**config.mk**
```make
export PLATFORM = sky130hd
export DESIGN_NAME = pdm_cic_recv
export DESIGN_NICKNAME = d
export VERILOG_FILES = /design/src/rtl/pdm_cic_recv.sv
export SDC_FILE = /design/constraint.sdc
export NUM_CORES = 1
export LEC_CHECK = 0
export ABC_AREA = 0
export CAP_MARGIN = 15
export CORE_UTILIZATION = 55
export CTS_CLUSTER_DIAMETER = 120
export DETAILED_ROUTE_END_ITERATION = 8
export GPL_TIMING_DRIVEN = 0
export PLACE_DENSITY = 0.75
export SYNTH_ARGS = -nofsm -noshare
export SYNTH_HDL_FRONTEND = slang
export SYNTH_SLANG_ARGS = --single-unit
```
**constraint.sdc**
```tcl
create_clock -name clk -period 17.9 [get_ports clk]
set_clock_uncertainty 0.1 [all_clocks]
set_input_delay 3.58 -clock clk [delete_from_list [all_inputs] [get_ports clk]]
set_output_delay 3.58 -clock clk [all_outputs]
set_load 0.02 [all_outputs]
```
**src/rtl/pdm_cic_recv.sv**
```systemverilog
// pdm_cic_recv: PDM microphone front end with CIC decimation.
//   Generates the microphone clock, captures one or two interleaved channels
//   from a shared data line (ch0 just before the pdm_clk rise, ch1 just before
//   the fall), runs an ORDER-stage CIC decimator per channel and presents
//   signed PCM frames on a valid/ready handshake with sticky overrun.
// Ports:
//   clk, resetn    system clock, asynchronous active-low reset
//   enable         run control; low clears the datapath synchronously
//   pdm_clk        microphone clock (registered)
//   pdm_data       shared PDM data line (asynchronous to clk)
//   sample_data    {ch1, ch0}, OUT_WIDTH bits each, ch0 in the low bits
//   sample_valid   frame available
//   sample_ready   consumer accepts the frame
//   overrun        sticky: a frame was replaced before it was accepted

// One CIC channel: integrators at the PDM rate, combs at the frame rate.
module pdm_cic_chan #(
    parameter int ORDER     = 3,
    parameter int W         = 20,
    parameter int OUT_WIDTH = 24
) (
    input  logic                 clk,
    input  logic                 resetn,
    input  logic                 clear_i,
    input  logic                 cap_i,
    input  logic                 bit_i,
    input  logic                 comb_i,
    output logic [OUT_WIDTH-1:0] res_o
);
    localparam int SH = (W > OUT_WIDTH) ? W - OUT_WIDTH : 0;

    logic [ORDER-1:0][W-1:0] integ_q, integ_d, dly_q, dly_d;
    logic [ORDER:0][W-1:0]   cx;
    logic signed [W-1:0]     y;
    logic [OUT_WIDTH-1:0]    res_q, res_d;

    // Integrators wrap modulo 2^W; the combs undo the wrap exactly.
    always_comb begin
        integ_d = integ_q;
        if (cap_i) begin
            integ_d[0] = integ_q[0] + (bit_i ? W'(1) : '1);
            for (int k = 1; k < ORDER; k++)
                integ_d[k] = integ_q[k] + integ_d[k-1];
        end
    end

    // Comb chain, differential delay 1: each stage subtracts its previous input.
    always_comb begin
        cx[0] = integ_q[ORDER-1];
        for (int k = 0; k < ORDER; k++)
            cx[k+1] = cx[k] - dly_q[k];
        dly_d = dly_q;
        res_d = res_q;
        if (comb_i) begin
            for (int k = 0; k < ORDER; k++)
                dly_d[k] = cx[k];
            // Signed cast sign-extends when W <= OUT_WIDTH, otherwise the
            // arithmetic shift keeps the top OUT_WIDTH bits.
            res_d = OUT_WIDTH'(y >>> SH);
        end
    end

    assign y     = cx[ORDER];
    assign res_o = res_q;

    always_ff @(posedge clk or negedge resetn) begin
        if (!resetn) begin
            integ_q <= '0;
            dly_q   <= '0;
            res_q   <= '0;
        end else if (clear_i) begin
            integ_q <= '0;
            dly_q   <= '0;
            res_q   <= '0;
        end else begin
            integ_q <= integ_d;
            dly_q   <= dly_d;
            res_q   <= res_d;
        end
    end
endmodule

module pdm_cic_recv #(
    parameter int CHANNELS  = 2,
    parameter int CLK_DIV   = 64,
    parameter int ORDER     = 3,
    parameter int DECIM     = 64,
    parameter int OUT_WIDTH = 24
) (
    input  logic                          clk,
    input  logic                          resetn,
    input  logic                          enable,
    output logic                          pdm_clk,
    input  logic                          pdm_data,
    output logic [CHANNELS*OUT_WIDTH-1:0] sample_data,
    output logic                          sample_valid,
    input  logic                          sample_ready,
    output logic                          overrun
);
    localparam int HALF = CLK_DIV / 2;
    localparam int CW   = $clog2(CLK_DIV);
    localparam int DW   = $clog2(DECIM);
    localparam int W    = ORDER * $clog2(DECIM) + 2;
    localparam int WCW  = $clog2(ORDER + 1);

    logic [CW-1:0]  cnt_q, cnt_d;
    logic           pclk_q, pclk_d;
    logic [1:0]     sync_q;
    logic [DW-1:0]  dec_q, dec_d;
    logic [WCW-1:0] warm_q, warm_d;
    logic           comb_go_q, comb_go_d, load_go_q, load_go_d;
    logic           valid_q, valid_d, ovr_q, ovr_d;
    logic [CHANNELS-1:0][OUT_WIDTH-1:0] data_q, data_d, res;
    logic           cap_l, per_end, frame;

    assign cap_l   = (cnt_q == CW'(HALF - 1));
    assign per_end = (cnt_q == CW'(CLK_DIV - 1));
    assign frame   = per_end && (dec_q == DW'(DECIM - 1));

    always_comb begin
        cnt_d     = per_end ? '0 : cnt_q + CW'(1);
        // Registered from the next count so pdm_clk tracks cnt >= HALF exactly.
        pclk_d    = (cnt_d >= CW'(HALF));
        dec_d     = dec_q;
        if (per_end)
            dec_d = frame ? '0 : dec_q + DW'(1);
        comb_go_d = frame;
        load_go_d = comb_go_q;

        data_d  = data_q;
        valid_d = valid_q;
        ovr_d   = ovr_q;
        warm_d  = warm_q;
        if (valid_q && sample_ready)
            valid_d = 1'b0;
        if (load_go_q) begin
            // The first ORDER frames are still filling the comb delays.
            if (warm_q != WCW'(ORDER)) begin
                warm_d = warm_q + WCW'(1);
            end else begin
                data_d  = res;
                valid_d = 1'b1;
                if (valid_q && !sample_ready)
                    ovr_d = 1'b1;
            end
        end

        if (!enable) begin
            cnt_d     = '0;
            pclk_d    = 1'b0;
            dec_d     = '0;
            comb_go_d = 1'b0;
            load_go_d = 1'b0;
            data_d    = '0;
            valid_d   = 1'b0;
            ovr_d     = 1'b0;
            warm_d    = '0;
        end
    end

    always_ff @(posedge clk or negedge resetn) begin
        if (!resetn) begin
            cnt_q     <= '0;
            pclk_q    <= 1'b0;
            dec_q     <= '0;
            comb_go_q <= 1'b0;
            load_go_q <= 1'b0;
            data_q    <= '0;
            valid_q   <= 1'b0;
            ovr_q     <= 1'b0;
            warm_q    <= '0;
            sync_q    <= '0;
        end else begin
            cnt_q     <= cnt_d;
            pclk_q    <= pclk_d;
            dec_q     <= dec_d;
            comb_go_q <= comb_go_d;
            load_go_q <= load_go_d;
            data_q    <= data_d;
            valid_q   <= valid_d;
            ovr_q     <= ovr_d;
            warm_q    <= warm_d;
            sync_q    <= {sync_q[0], pdm_data};
        end
    end

    for (genvar g = 0; g < CHANNELS; g++) begin : g_ch
        pdm_cic_chan #(
            .ORDER    (ORDER),
            .W        (W),
            .OUT_WIDTH(OUT_WIDTH)
        ) u_chan (
            .clk    (clk),
            .resetn (resetn),
            .clear_i(!enable),
            .cap_i  ((g == 0) ? cap_l : per_end),
            .bit_i  (sync_q[1]),
            .comb_i (comb_go_q),
            .res_o  (res[g])
        );
    end

    assign pdm_clk      = pclk_q;
    assign sample_data  = data_q;
    assign sample_valid = valid_q;
    assign overrun      = ovr_q;
endmodule

```
==> flow_summary.toml, run 1 <==
[route]
final_antenna_net_count = 0
drt-pass1-iter-count = 5
residual_drc_count = 0
wl_per_cell_um = 16.9
detailroute.via_count = 19200
drt_iter0_markers = 1362
routed_wl_mm = 56.3
viasPerCell = 5.77

[logic_synthesis]
synth_adder_area_share = 0.133
synthFlopType = "sky130_fd_sc_hd__dfrtp_1"
synth_cell_type_count = 81
fraction_of_synthesized_area_in_multiplexers = 0.0566
synth-compound-area-share = 0.181
share_of_the_yosys_chip_area_belonging_to_registers = 0.360
synth.ff_latch_count = 341
synth_area_mm2 = 0.0237
syn-instance-count = 2655
combinational_family_with_the_most_area_after_synthesis = "compound AO/OA/AOI/OAI gates"
synth_top_cell_area_share = 0.360
synth_async_sr_flop_share = 1.00
net_count_after_synthesis = 2905
synth_simple_gate_area_share = 0.146
edff_count_synth = 0
post_synth.cell_area_avg_um2 = 8.94
netlist_top_cells_area = "sky130_fd_sc_hd__dfrtp_1 (36%), sky130_fd_sc_hd__ha_1 (12%), sky130_fd_sc_hd__xnor2_1 (5.6%)"
parity_gate_share_of_the_synthesized_area_counting_xor_and_xnor_cells = 0.0789
synth_top_area_cell = "sky130_fd_sc_hd__dfrtp_1"
synthesis.yosys.warnings = 0

[clocking]
h-tree-depth = 2
tritoncts_num_sinks = 341
hold_buffers = 0
cts_root_buf = "sky130_fd_sc_hd__clkbuf_16"
tritoncts = "done"
clkTransAtPathRegs_ns = 0.06
cts_buffers = 40
insertion_delay_ns = 0.58
cts_resized = 0
cts_buffer_depth = 3
post_cts.repair.setup_buffers = 0

[placement]
gp_congestion = 0.927
port-buffer-count = 54
placed_cell_area_mm2 = 0.0251
place_inst = 3252
post-place-ws_ns = 11.38
detailed_place_hpwl_mm = 42.0

[global_routing]
pin_count_of_the_biggest_net_entering_global_routing = 118
grt_pass1_wl_mm = 92.4
antenna_violations_before_repair = 0
grt_remaining_overflow = 0
grt_util_all_layers = 0.257
number_of_global_route_vias_before_repair = 18900

[sta]
timing.final.setup_violations = 0
worst_case_setup_margin_in_the_final_layout_ns = 11.33
fmax_mhz = 152
worst_slew_pin_slew_ns = 1.25
grt_setup_unrepaired = "false"
hold_viol_final = 0
worst_slew_margin_rel = 0.169
tns_ns = 0
finalWorstPathRequiredPeriod_ns = 6.57
slew_viol_final = 0
period_share = 0.367

[floorplanning]
die_area_mm2 = 0.0440
die_width_um = 210
fp-row-count = 75
coreArea_mm2 = 0.0422
fp.dieH_um = 210
start_util = 0.562
boundaryPins = 56

[cells_and_area]
num-nets-final = 3005
diodes = 0
post-route-cell-area_mm2 = 0.0264
fin_cells = 3326
mostFrequentLayoutCells = "sky130_fd_sc_hd__dfrtp_1 (341), sky130_fd_sc_hd__nor2_1 (319), sky130_fd_sc_hd__a21oi_1 (252)"
mostFrequentLayoutCell = "sky130_fd_sc_hd__dfrtp_1"
area_delta_synth_final_pct = 11.4
share_of_post_route_cells_with_drive_strength_above_1 = 0.0388

[worst_setup_path]
worst_ep_arrival_time_ns = 6.96
worstSetupStartpointType = "register"
r2r_start = "sync_q[1]"
path_max_fanout = 24
timing_worst_setup_path_type = "reg -> reg"
timing.reg2reg.worst_path_depth = 26
r2r_slack_ns = 11.33
crit_path_start = "sync_q[1]"
crit-reg2reg-capture = "g_ch[1].u_chan.cx[19]"
end_kind = "register"
timing.critical_path.required_ns = 18.29

[hold_path]
worstHoldEndpoint = "sync_q[1]"
worstHoldPathType = "reg -> reg"
min-delay-start = "sync_q[0]"
hold_path_depth = 0

[run]
max-cap-violations = 0

[power_and_ir_drop]
total_leakage_power_uw = 0.0118
power.density_mw_per_mm2 = 65.0
ir_drop_mv = 0.0575

[run_status]
outcome = "complete, no violations"
-- cell usage after synthesis, types with 14 or more instances --
library cell and count:
sky130_fd_sc_hd__dfrtp_1 341, sky130_fd_sc_hd__nor2_1 319, sky130_fd_sc_hd__a21oi_1 252, sky130_fd_sc_hd__nand2_1 242
sky130_fd_sc_hd__ha_1 233, sky130_fd_sc_hd__inv_1 178, sky130_fd_sc_hd__xnor2_1 153, sky130_fd_sc_hd__mux2i_1 133
sky130_fd_sc_hd__o21ai_0 83, sky130_fd_sc_hd__clkbuf_1 82, sky130_fd_sc_hd__a21o_1 68, sky130_fd_sc_hd__xor2_1 51
sky130_fd_sc_hd__a22o_1 40, sky130_fd_sc_hd__nor3_1 40, sky130_fd_sc_hd__nand3_1 37, sky130_fd_sc_hd__nor2b_1 35
sky130_fd_sc_hd__o21a_1 33, sky130_fd_sc_hd__a211oi_1 31, sky130_fd_sc_hd__nand2b_1 31, sky130_fd_sc_hd__o21bai_1 26
sky130_fd_sc_hd__and3_1 23, sky130_fd_sc_hd__a31oi_1 14, sky130_fd_sc_hd__nand4_1 14, sky130_fd_sc_hd__or3_1 14
-- per-layer routing --
layer / routed length (um) / part of all wire / global-route usage
met4: 1700 / 0.030 / 0.0961
met5: 0 / 0 / 0
met3: 2320 / 0.041 / 0.0319
met2: 27100 / 0.48 / 0.453
met1: 25200 / 0.45 / 0.323
-- where the power goes --
group	switching, uW	internal, uW	total [uW]
Sequential	1.08	772	773
Clock	340	516	856
Combinational	64.1	25.3	89.4
-- kinds of logic (layout without fill, tap and decap cells) --
| logic type | Yosys count | count (layout) |
|---|---|---|
| AO/OA/AOI/OAI | 660 | 660 |
| XOR/XNOR | 208 | 208 |
| adder cells (fa/ha/maj) | 245 | 245 |
| buffers and inverters | 281 | 413 |
| flip-flops | 341 | 341 |
| multiplexers | 134 | 134 |
| AND/OR/NAND/NOR | 786 | 786 |
-- worst max-delay path, stage by stage (launching register included) --
cell and delay, ns:
sky130_fd_sc_hd__dfrtp_1 0.58, sky130_fd_sc_hd__inv_1 0.41, sky130_fd_sc_hd__buf_16 0.30, sky130_fd_sc_hd__ha_1 0.34
sky130_fd_sc_hd__nor2b_1 0.14, sky130_fd_sc_hd__o21ai_0 0.23, sky130_fd_sc_hd__nand2_1 0.13, sky130_fd_sc_hd__a21o_1 0.19
sky130_fd_sc_hd__a21oi_1 0.17, sky130_fd_sc_hd__xnor2_1 0.16, sky130_fd_sc_hd__ha_1 0.28, sky130_fd_sc_hd__o21a_1 0.13
sky130_fd_sc_hd__o21ai_0 0.20, sky130_fd_sc_hd__a21oi_1 0.08, sky130_fd_sc_hd__o21ai_0 0.28, sky130_fd_sc_hd__a21oi_1 0.15
sky130_fd_sc_hd__o41ai_1 0.63, sky130_fd_sc_hd__o21ai_0 0.23, sky130_fd_sc_hd__xor2_1 0.21, sky130_fd_sc_hd__ha_1 0.36
sky130_fd_sc_hd__nand3_1 0.09, sky130_fd_sc_hd__o21ai_0 0.28, sky130_fd_sc_hd__nor3_1 0.08, sky130_fd_sc_hd__o21bai_1 0.18
sky130_fd_sc_hd__xnor2_1 0.09, sky130_fd_sc_hd__or3_1 0.31, sky130_fd_sc_hd__a21oi_1 0.14
-- layout make-up --
cell class,count,area (um2)
buffer,100,405
clock buffer,54,1120
clock inverter,20,245
fill,3422,15800
inverter,181,679
multi-input combinational,2033,14100
sequential,341,8530
tap,539,674
timing repair buffer,58,656
-- registers in the layout, indices dropped and copies added (netlist names) --
signal / count
warm_q: 2
cnt_q: 6
pdm_clk: 1
g_ch.u_chan.res_o: 40
g_ch.u_chan.integ_q: 80
g_ch.u_chan.cx: 40
sample_data: 40
dec_q: 6
sample_valid: 1
load_go_q: 1
overrun: 1
comb_go_q: 1
g_ch.u_chan.dly_q: 120
sync_q: 2
-- worst max-delay path by stage --
stage | slack, ns | end
2_1_floorplan | 12.17 | g_ch[1].u_chan.res_o[22]
3_3_place_gp | -1.59 | sample_data[28]
3_5_place_dp | 11.38 | g_ch[1].u_chan.cx[19]
4_1_cts | 11.33 | g_ch[1].u_chan.cx[19]
5_1_grt | 10.71 | g_ch[1].u_chan.cx[19]
6_report | 11.33 | g_ch[1].u_chan.cx[19]
-- metrics by stage --
step	hold slack, ns	total power [uW]	utilization
after floorplan	0.231	837	-
after global placement	0.235	871	0.591
after detailed placement	0.236	876	0.593
after CTS	0.249	1730	0.626
after global routing	0.271	1770	0.626
final	0.246	1720	0.626
(Power assumes the default switching activity.)
==> inputs of run 2 (changes only) <==
clock period = 6.84 ns   (was 17.9 ns; I/O delays follow)
==> run 2 against run 1 <==
Via count fell by 0.46%. Power rose to 2.6 times the previous value. Critical path depth rose by 2. Register-to-register slack got worse by 11 ns. Sequential power rose to 2.6 times the previous value. Critical path type unchanged. Critical endpoint is now g_ch[0].u_chan.cx[18]. Largest power group unchanged.
==> flow_summary.toml, run 2 (synthesis results as in run 1) <==
[power_and_ir_drop]
p_total_uw = 4500
total_leakage_power_uw = 0.0118
ir_drop_mv = 0.151
power.density_mw_per_mm2 = 170

[floorplanning]
fp.dieH_um = 210
die_width_um = 210
start_util = 0.562
boundaryPins = 56
die_area_mm2 = 0.0440
coreArea_mm2 = 0.0422
fp-row-count = 75

[sta]
finalWorstPathRequiredPeriod_ns = 6.43
hold_viol_final = 0
timing.final.setup_violations = 0
slew_viol_final = 0
fmax_mhz = 156
period_share = 0.939
grt_setup_unrepaired = "false"
worst_slew_margin_rel = 0.191
worst_case_setup_margin_in_the_final_layout_ns = 0.414
worst_slew_pin_slew_ns = 1.21

[clocking]
clkTransAtPathRegs_ns = 0.06
h-tree-depth = 2
cts_buffer_depth = 3
tritoncts = "done"
hold_buffers = 0
cts_root_buf = "sky130_fd_sc_hd__clkbuf_16"
tritoncts_num_sinks = 341
cts_buffers = 40
insertion_delay_ns = 0.58

[cells_and_area]
largest_register = "g_ch.u_chan.dly_q"
num-nets-final = 3006
mostFrequentLayoutCell = "sky130_fd_sc_hd__dfrtp_1"
mostFrequentLayoutCells = "sky130_fd_sc_hd__dfrtp_1 (341), sky130_fd_sc_hd__nor2_1 (319), sky130_fd_sc_hd__a21oi_1 (252)"
area_delta_synth_final_pct = 11.5
largest_reg_flops = 120
diodes = 0
biggest_regs = "g_ch.u_chan.dly_q x120, g_ch.u_chan.integ_q x80"
share_of_post_route_cells_with_drive_strength_above_1 = 0.0402

[global_routing]
pin_count_of_the_biggest_net_entering_global_routing = 118
grt_util_all_layers = 0.257
grt_remaining_overflow = 0
number_of_global_route_vias_before_repair = 18900
grt_pass1_wl_mm = 92.4
antenna_violations_before_repair = 0

[worst_setup_path]
path_max_fanout = 13
worstSetupStartpointType = "register"
critical-path-max-stage-delay_ns = 0.61
end_kind = "register"
timing.critical_path.required_ns = 7.21
timing_worst_setup_path_type = "reg -> reg"
critical-path-slowest-cell = "sky130_fd_sc_hd__dfrtp_1"
critical_path_most_common_cell = "sky130_fd_sc_hd__a21oi_1"
worst_ep_arrival_time_ns = 6.80

[route]
routed_wl_mm = 56.2
detailroute.via_count = 19100
route.layer.met1.wl_mm = 25.1
final_antenna_net_count = 0
viasPerCell = 5.75
drt-pass1-iter-count = 6
wl_met2_mm = 26.9
residual_drc_count = 0
drt_iter0_markers = 1440
met3_length_mm = 2.44
wl_per_cell_um = 16.9
highest_metal_used = "met4"

[hold_path]
worstHoldPathType = "reg -> reg"

[placement]
post-place-ws_ns = 0.319
gp_congestion = 0.927
detailed_place_hpwl_mm = 42.0
port-buffer-count = 54

[run_status]
outcome = "complete, no violations"

[run]
max-cap-violations = 0
run 2: cell types whose count changed in the layout (fill, tap and decap cells not counted), sizes merged:
cell / previous run / this run
inv: 181 / 180
buf: 23 / 24
clkinvlp: 1 / 2
run 2: timing repair:
item                                    in CTS  in global routing
endpoints found under the setup margin       0                  4
resized for setup                            0                  4
endpoints found under the hold margin        0                  0
setup buffers                                0                  1
run 2: metrics by stage:
stage          std cells  instance area, um2  hold slack, ns  TNS [ns]   util
5_1_grt             3327               26500           0.271         0  0.627
3_3_place_gp        3248               24900           0.235  -3540.02  0.591
3_5_place_dp        3252               25100           0.236         0  0.593
6_report            3327               26500           0.246         0  0.627
2_1_floorplan       2655               23700           0.231         0      -
4_1_cts             3326               26400           0.249         0  0.626
run 2: per-layer routing:
layer  global-route usage  vias to the layer above
met4               0.0961                        0
met2                0.453                      442
met5                    0                        -
met1                0.323                     9095
met3               0.0319                      119
li1                     -                     9461
run 2: final cells by class:
type / instances / area [um2]
timing repair buffer: 59 / 676
sequential: 341 / 8530
multi-input combinational: 2033 / 14100
clock buffer: 54 / 1120
buffer: 100 / 405
clock inverter: 20 / 245
inverter: 181 / 683
tap: 539 / 674
fill: 3420 / 15800
run 2: worst max-delay path: cells and delay by family, from the launching register on:
kind / cells / cell delay (ns)
AOI/OAI and AO/OA: 15 / 3.13
adders and majority gates: 3 / 0.98
DFF: 1 / 0.61
xor gates and xnor gates: 3 / 0.61
buffers and inverters: 2 / 0.47
and+or+nand+nor: 5 / 0.41
run 2: path summary, 6_finish.rpt:
kind	startpoint	endpoint	depth (start not counted)	slack, ns
setup reg to reg	sync_q[1]	g_ch[0].u_chan.cx[18]	28	0.41
max in group asynchronous	resetn	g_ch[1].u_chan.dly_q[50]	3	4.68
min in group asynchronous	resetn	g_ch[0].u_chan.integ_q[1]	1	0.61
hold reg to reg	sync_q[0]	sync_q[1]	0	0.25
hold / removal	sync_q[0]	sync_q[1]	0	0.25
setup / recovery	sync_q[1]	g_ch[0].u_chan.cx[18]	28	0.41
run 2: where the power goes:
part | switching [uW] | internal [uW]
combinational | 167 | 67.5
sequential | 2.97 | 2020
clock | 890 | 1350
==> inputs of run 3 (changes only) <==
CORE_UTILIZATION = 64   (was 55)
CTS_CLUSTER_SIZE = 25   (was unset)
GPL_TIMING_DRIVEN = unset   (was 0)
PLACE_DENSITY = 0.85   (was 0.75)
==> run 3 against run 2 <==
Clock-buffer cell count shrank 36. Critical endpoint is now g_ch[0].u_chan.res_o[22]. Largest power group is now registers. Via count shrank 2.4%. Hold slack gained 0.023 ns. Sequential power is essentially flat. Critical path depth shrank 1.
==> flow_summary.toml, run 3 (synthesis results as in run 1) <==
[cells_and_area]
mostFrequentLayoutCells = "sky130_fd_sc_hd__dfrtp_1 (340), sky130_fd_sc_hd__nor2_1 (319), sky130_fd_sc_hd__a21oi_1 (251)"
mostFrequentLayoutCell = "sky130_fd_sc_hd__dfrtp_1"
num-nets-final = 2895
largest_reg_flops = 120
final_util = 0.686
biggest_regs = "g_ch.u_chan.dly_q x120, g_ch.u_chan.integ_q x80"
share_of_post_route_cells_with_drive_strength_above_1 = 0.0268
area_delta_synth_final_pct = 5.59
largest_register = "g_ch.u_chan.dly_q"
diodes = 0

[clocking]
cts_root_buf = "sky130_fd_sc_hd__clkbuf_16"
insertion_delay_ns = 0.52
hold_buffers = 0
clkTransAtPathRegs_ns = 0.10
h-tree-depth = 1
post_cts.repair.setup_buffers = 0
cts_buffer_depth = 3
cts_buffers = 17
cts_resized = 0
tritoncts = "done"
tritoncts_num_sinks = 341

[power_and_ir_drop]
net-switching-power_uw = 806
netSwitchingFraction = 0.241
clock_power_share = 0.332
total_leakage_power_uw = 0.0112
ir_drop_mv = 0.154
power.density_mw_per_mm2 = 133
combPwrFrac = 0.063
pwr-share-seq = 0.605
internal-power_uw = 2530

[floorplanning]
start_util = 0.650
die_area_mm2 = 0.0379
fp.dieH_um = 195
fp-row-count = 70
die_width_um = 195
boundaryPins = 56
coreArea_mm2 = 0.0365

[route]
drt-pass1-iter-count = 5
wl_per_cell_um = 15.6
routed_wl_mm = 48.6
residual_drc_count = 0
viasPerCell = 5.99
final_antenna_net_count = 0
detailroute.via_count = 18700
drt_iter0_markers = 985

[sta]
finalWorstPathRequiredPeriod_ns = 6.44
fmax_mhz = 155
worst_case_setup_margin_in_the_final_layout_ns = 0.401
worst_slew_margin_rel = 0.211
timing.final.setup_violations = 0
grt_setup_unrepaired = "false"
worst_slew_pin_slew_ns = 1.18
tns_ns = 0
hold_viol_final = 0
period_share = 0.941
slew_viol_final = 0

[placement]
post-place-ws_ns = 0.570
port-buffer-count = 55
gp_congestion = 0.881
detailed_place_hpwl_mm = 34.3

[worst_setup_path]
critical-path-slowest-cell = "sky130_fd_sc_hd__dfrtp_1"
timing.critical_path.required_ns = 7.11
critical-path-max-stage-delay_ns = 0.43
worst_ep_arrival_time_ns = 6.71
critPathBufInv = 2
path_delay_family = "compound AO/OA/AOI/OAI gates"
worstSetupStartpointType = "register"
end_kind = "register"
path_max_fanout = 5
timing_worst_setup_path_type = "reg -> reg"

[run_status]
outcome = "complete, no violations"

[global_routing]
number_of_global_route_vias_before_repair = 18700
grt_remaining_overflow = 0
antenna_violations_before_repair = 0
grt_pass1_wl_mm = 84.9
pin_count_of_the_biggest_net_entering_global_routing = 153
grt_util_all_layers = 0.260

[hold_path]
worstHoldPathType = "reg -> reg"

[run]
max-cap-violations = 0
-- run 3: routing by layer --
layer	share of wire	GRT usage	vias to the layer above
met5	0	0	-
met4	0.022	0.0685	0
met3	0.032	0.0219	79
met2	0.49	0.472	382
met1	0.45	0.332	8992
li1	-	-	9198
-- run 3: layout make-up --
class	instances	area [um2]
clock inverter	1	11.3
fill	2682	11500
sequential	341	8540
timing repair buffer	71	683
inverter	181	687
tap	468	586
multi-input combinational	2033	14100
clock buffer	18	429
-- run 3: power groups by stage --
stage          clock, uW  sequential (uW)  combinational, uW
5_1_grt             1190             2020                237
6_report            1110             2020                212
3_3_place_gp           0             2060                204
4_1_cts             1130             2020                214
2_1_floorplan          0             2060                132
3_5_place_dp           0             2060                213
-- run 3: worst paths after layout --
path                                 startpoint                  endpoint  slack [ns]  cells after the start
setup / recovery           g_ch[0].u_chan.cx[0]  g_ch[0].u_chan.res_o[22]        0.40                     27
hold / removal                        sync_q[0]                 sync_q[1]        0.27                      0
setup reg to reg           g_ch[0].u_chan.cx[0]  g_ch[0].u_chan.res_o[22]        0.40                     27
hold reg to reg                       sync_q[0]                 sync_q[1]        0.27                      0
max in group asynchronous                resetn                 comb_go_q        4.49                      2
min in group asynchronous                resetn  g_ch[0].u_chan.dly_q[21]        0.80                      1
-- run 3: through the flow --
step	instances	hold slack, ns	instance area (um2)	total power (uW)
after floorplan	2655	0.231	23700	2190
after global placement	3094	0.234	24600	2260
after detailed placement	3094	0.250	24600	2270
after CTS	3113	0.276	25100	3360
after global routing	3113	0.301	25100	3450
final	3113	0.269	25100	3340
